### src/rtl/throughput_reporter.sv
// throughput_reporter: converts each completed window's op count to decimal
// and streams "OPS dddddddddd\r\n" to a byte-wide valid/ready sink.
`default_nettype none

module throughput_reporter #(
  parameter int COUNT_WIDTH = 32,
  parameter int DIGITS      = 10
) (
  input  logic                   clk,
  input  logic                   rst_n,
  input  logic                   i_window_done,
  input  logic [COUNT_WIDTH-1:0] i_ops_result,
  output logic [7:0]             o_tx_data,
  output logic                   o_tx_valid,
  input  logic                   i_tx_ready,
  output logic                   o_busy,
  output logic [COUNT_WIDTH-1:0] o_peak_ops,
  output logic [7:0]             o_dropped_count
);

  localparam int BCD_W    = 4 * DIGITS;
  localparam int CNT_W    = $clog2(COUNT_WIDTH + 1);
  localparam int IDX_W    = $clog2(DIGITS + 7);
  localparam int LAST_IDX = DIGITS + 5;

  localparam logic [1:0] S_IDLE = 2'd0;
  localparam logic [1:0] S_CONV = 2'd1;
  localparam logic [1:0] S_SEND = 2'd2;

  logic [1:0]             r_state;
  logic [COUNT_WIDTH-1:0] r_bin;
  logic [BCD_W-1:0]       r_bcd;
  logic [CNT_W-1:0]       r_cnt;
  logic [IDX_W-1:0]       r_idx;
  logic [7:0]             r_tx_data;
  logic                   r_tx_valid;
  logic                   r_busy;
  logic [COUNT_WIDTH-1:0] r_peak;
  logic [7:0]             r_dropped;

  logic [BCD_W-1:0]       w_bcd_adj;
  logic [BCD_W-1:0]       w_bcd_next;
  logic [COUNT_WIDTH-1:0] w_bin_next;
  logic [IDX_W-1:0]       w_next_idx;
  logic [7:0]             w_next_byte;
  logic                   w_xfer;
  logic                   w_last_step;

  always_comb begin
    w_bcd_adj = r_bcd;
    for (int d = 0; d < DIGITS; d++) begin
      if (r_bcd[4*d +: 4] >= 4'd5) begin
        w_bcd_adj[4*d +: 4] = r_bcd[4*d +: 4] + 4'd3;
      end
    end
  end

  assign w_bcd_next  = {w_bcd_adj[BCD_W-2:0], r_bin[COUNT_WIDTH-1]};
  assign w_bin_next  = {r_bin[COUNT_WIDTH-2:0], 1'b0};
  assign w_last_step = (r_cnt == CNT_W'(COUNT_WIDTH - 1));
  assign w_xfer      = r_tx_valid && i_tx_ready;
  assign w_next_idx  = r_idx + 1'b1;

  // Byte that follows the current one; digits are emitted most significant first.
  always_comb begin
    w_next_byte = 8'h00;
    if (w_next_idx == IDX_W'(1)) w_next_byte = 8'h50;
    if (w_next_idx == IDX_W'(2)) w_next_byte = 8'h53;
    if (w_next_idx == IDX_W'(3)) w_next_byte = 8'h20;
    for (int d = 0; d < DIGITS; d++) begin
      if (w_next_idx == IDX_W'(DIGITS + 3 - d)) w_next_byte = {4'h3, r_bcd[4*d +: 4]};
    end
    if (w_next_idx == IDX_W'(LAST_IDX - 1)) w_next_byte = 8'h0D;
    if (w_next_idx == IDX_W'(LAST_IDX))     w_next_byte = 8'h0A;
  end

  always_ff @(posedge clk or negedge rst_n) begin
    if (!rst_n) begin
      r_state    <= S_IDLE;
      r_bin      <= '0;
      r_bcd      <= '0;
      r_cnt      <= '0;
      r_idx      <= '0;
      r_tx_data  <= 8'h00;
      r_tx_valid <= 1'b0;
      r_busy     <= 1'b0;
    end else begin
      case (r_state)
        S_IDLE: begin
          if (i_window_done) begin
            r_bin   <= i_ops_result;
            r_bcd   <= '0;
            r_cnt   <= '0;
            r_busy  <= 1'b1;
            r_state <= S_CONV;
          end
        end
        S_CONV: begin
          r_bin <= w_bin_next;
          r_bcd <= w_bcd_next;
          r_cnt <= r_cnt + 1'b1;
          if (w_last_step) begin
            r_idx      <= '0;
            r_tx_data  <= 8'h4F;
            r_tx_valid <= 1'b1;
            r_state    <= S_SEND;
          end
        end
        S_SEND: begin
          if (w_xfer) begin
            if (r_idx == IDX_W'(LAST_IDX)) begin
              r_tx_valid <= 1'b0;
              r_tx_data  <= 8'h00;
              r_busy     <= 1'b0;
              r_state    <= S_IDLE;
            end else begin
              r_idx     <= w_next_idx;
              r_tx_data <= w_next_byte;
            end
          end
        end
        default: begin
          r_tx_valid <= 1'b0;
          r_busy     <= 1'b0;
          r_state    <= S_IDLE;
        end
      endcase
    end
  end

  // Peak tracks every window, reported or not; drops count pulses seen while busy.
  always_ff @(posedge clk or negedge rst_n) begin
    if (!rst_n) begin
      r_peak    <= '0;
      r_dropped <= 8'd0;
    end else if (i_window_done) begin
      if (i_ops_result > r_peak) r_peak <= i_ops_result;
      if (r_state != S_IDLE && r_dropped != 8'hFF) r_dropped <= r_dropped + 8'd1;
    end
  end

  assign o_tx_data       = r_tx_data;
  assign o_tx_valid      = r_tx_valid;
  assign o_busy          = r_busy;
  assign o_peak_ops      = r_peak;
  assign o_dropped_count = r_dropped;

endmodule

`default_nettype wire
### config.mk
export PLATFORM = sky130hd
export DESIGN_NAME = throughput_reporter
export DESIGN_NICKNAME = d
export VERILOG_FILES = /design/src/rtl/throughput_reporter.sv
export SDC_FILE = /design/constraint.sdc
export NUM_CORES = 1
export LEC_CHECK = 0
export ABC_AREA = 1
export BUFFER_PORTS_ARGS = -buffer_cell sky130_fd_sc_hd__buf_2
export CAP_MARGIN = 20
export CORE_AREA = 2 2 148 150
export DETAILED_ROUTE_END_ITERATION = 16
export DIE_AREA = 0 0 150 152
export PLACE_DENSITY_LB_ADDON = 0.08
export SKIP_LAST_GASP = 1
export SLEW_MARGIN = 0
export SYNTH_ARGS = -nofsm -noshare
export SYNTH_HDL_FRONTEND = slang
export SYNTH_SLANG_ARGS = --single-unit
### constraint.sdc
create_clock -name clk -period 4 [get_ports clk]
set_clock_uncertainty 0.05 [all_clocks]
set_input_delay 0.2 -clock clk [delete_from_list [all_inputs] [get_ports clk]]
set_output_delay 0.2 -clock clk [all_outputs]
set_load 0.005 [all_outputs]
==> impl_metrics.toml <==
[synth]
synth_xor_area_frac = 0.0214
synth_compound_area_frac = 0.171
netlist_instances = 972
synthAdderAreaFrac = 0.0975
synthSimpleGateAreaFrac = 0.163
ys_seq_elements = 134
synthMuxAreaShare = 0.00146
postSynthNetCount = 1068
yosysUniqueCellTypes = 39
netlist_area_um2 = 7700
ys_seq_area_frac = 0.435
synth_top_family_by_area = "compound AO/OA/AOI/OAI gates"
yosys_warnings = 0
avgSynthCellArea_um2 = 7.92

[finish]
area_growth_pct = 18.2
nNetsFinal = 1161
final_common_cell = "inv_1"
fill_cells = 2201
layout_common_cells = "inv_1 (196), nand2_1 (178), o21ai_0 (138), dfrtp_1 (134), buf_2 (83)"
drive_gt1_frac = 0.123
stdcell_count = 1358
n_antenna_cell = 0

[cts]
cts_setup_buffers = 0
root_buffer = "clkbuf_16"
cts.repair.resized = 0
clkTransAtPathRegs_ns = 0.07
cts_buffers = 17
worstSkewPairLatency_ns = 0.43
clock-sinks = 134
clockBufferDepth = 2
htreeDepth = 4
cts_tree = "done"

[drt]
dr.pass1.iters = 7
wl_um = 18900
vias_per_cell = 4.77
vias = 6474
drc = 0
drtIter0Drc = 264
wire_per_inst_um = 14.0
drtAntennaViolNets = 0

[timing]
setup_viol = 0
setup-tns-final_ns = 0
period_share = 0.737
max-slew-margin-rel = 0.361
rsz0062_at_grt = "false"
min_period_ns = 2.95
slew_viol_final = 0
hold_violations = 0
max_freq_mhz = 339
tightest_slew_ns = 0.959

[pwr]
power_leakage_uw = 0.00470
vdd_drop_max_v = 0.000324
power_density_nw_per_um2 = 730

[min_path]
hold_class = "input pin to register"
hold_start = "i_ops_result[29]"

[critical_path]
crit_type = "register to register"
cp-startpoint = "o_peak_ops[15]"
start_kind = "register"
worstSetupEndpointType = "register"
crit_path_max_fanout = 37
arrival_ns = 3.20
worstPathRequired_ns = 4.25
rr_startpoint = "o_peak_ops[15]"

[grt]
antenna_found_initial = 0
grt_use_total = 0.176
overflow = 0
grt_pass1_wl_um = 32100
grt_pass1_vias = 6442
grt_max_degree = 101

[run_status]
outcome = "finished clean"

[floorplanning]
die_w_um = 150
coreArea_um2 = 21400
die-area_um2 = 22800
die_h_um = 152
ios = 86
row_count = 54
start_util = 0.361

[place]
gp_congestion = 0.789
portBuffers = 84
placed_cells = 1320
hpwl_um = 13400

[flow_run]
maxCapViolCount = 0
[timing repair]
action | in CTS | in global routing
endpoints found under the setup margin | 0 | 0
hold buffers | 5 | 0
endpoints found under the hold margin | 104 | 0
[registers in the layout, indices dropped and copies added (netlist names)]
name             flops
o_busy               1
r_bcd               40
r_idx                5
o_dropped_count      8
o_tx_valid           1
o_tx_data            7
r_state              2
o_peak_ops          32
r_cnt                6
r_bin               32
[cell usage after synthesis (all sizes together)]
master	count	area, µm²
o32ai	9	78.8
clkbuf	23	86.3
conb	1	3.75
mux2	1	11.3
clkinv	1	3.75
o2111ai	1	8.76
nand2	179	672
nor2	63	241
o211ai	1	7.51
a22oi	20	150
a22o	1	8.76
o21bai	3	22.5
nand3	51	255
or3	1	6.26
xnor2	1	8.76
nor3	4	20.0
a41oi	1	8.76
buf	2	11.3
o22ai	14	87.6
nand3b	1	7.51
ha	60	751
a211oi	2	15.0
a21o	1	7.51
o21a	1	7.51
a21oi	19	95.1
dfrtp	134	3350
xor2	17	156
nand4	8	50.1
a31oi	1	6.26
a221oi	1	8.76
o221ai	12	105
nor4	1	6.26
o21ai	140	701
inv	197	739
[routing by layer]
metal  GRT usage  part of all wire  up-vias
li1            -                 -     3349
met1       0.232              0.47     2994
met3      0.0378             0.034       15
met2       0.289              0.49      116
met5           0                 0        -
met4      0.0503             0.011        0
[cells by family after synthesis]
family,count (synthesis)
other,1
AND/OR/NAND/NOR,308
flip-flops,134
multiplexers,1
AO/OA/AOI/OAI,227
adder cells (fa/ha/maj),60
XOR/XNOR,18
buffers and inverters,223
[power breakdown]
group,switching [µW],internal [µW]
clock,692,822
combinational,1610,1090
sequential,448,1970
[cell type report]
cell class | instances | area [µm²] | area share
clock buffers | 18 | 429 | 0.0471
clock inverters | 14 | 135 | 0.0148
inverters | 198 | 743 | 0.0816
multi-input cells | 615 | 3520 | 0.387
flip-flops and latches | 134 | 3350 | 0.368
well taps | 280 | 350 | 0.0385
repair buffers | 99 | 572 | 0.0628
[critical path, stage by stage (launching register included)]
cell and delay, ns:
dfrtp_1 0.39, inv_1 0.06, ha_1 0.28, nand2_1 0.09
inv_1 0.09, nand3_1 0.06, nor3_1 0.36, nand2_1 0.13
o2111ai_1 0.16, nand3_1 0.12, nand2_1 0.13, nand2_2 0.39
buf_4 0.35, nand2_1 0.06, o21ai_0 0.08
[metrics by stage]
stage,utilization,area (µm²),total power (µW),hold slack [ns],setup slack (ns)
final,0.426,9100,6640,0.00821,1.05
after global routing,0.426,9100,7330,0.0122,0.740
after CTS,0.425,9080,6730,0.000684,0.993
after detailed placement,0.396,8460,5170,0.350,1.06
after global placement,0.396,8460,5160,0.347,1.04
after floorplan,-,7700,4270,-0.146,1.67
[final timing paths]
path	end	slack, ns	cells past startpoint
max in group asynchronous	o_peak_ops[9]	2.65	3
hold reg to reg	o_busy	0.41	2
min in group asynchronous	r_bcd[19]	0.42	2
setup / recovery	o_peak_ops[22]	1.05	14
setup reg to reg	o_peak_ops[22]	1.05	14
hold / removal	r_bin[29]	0.008	3
(Power assumes the default switching activity.)
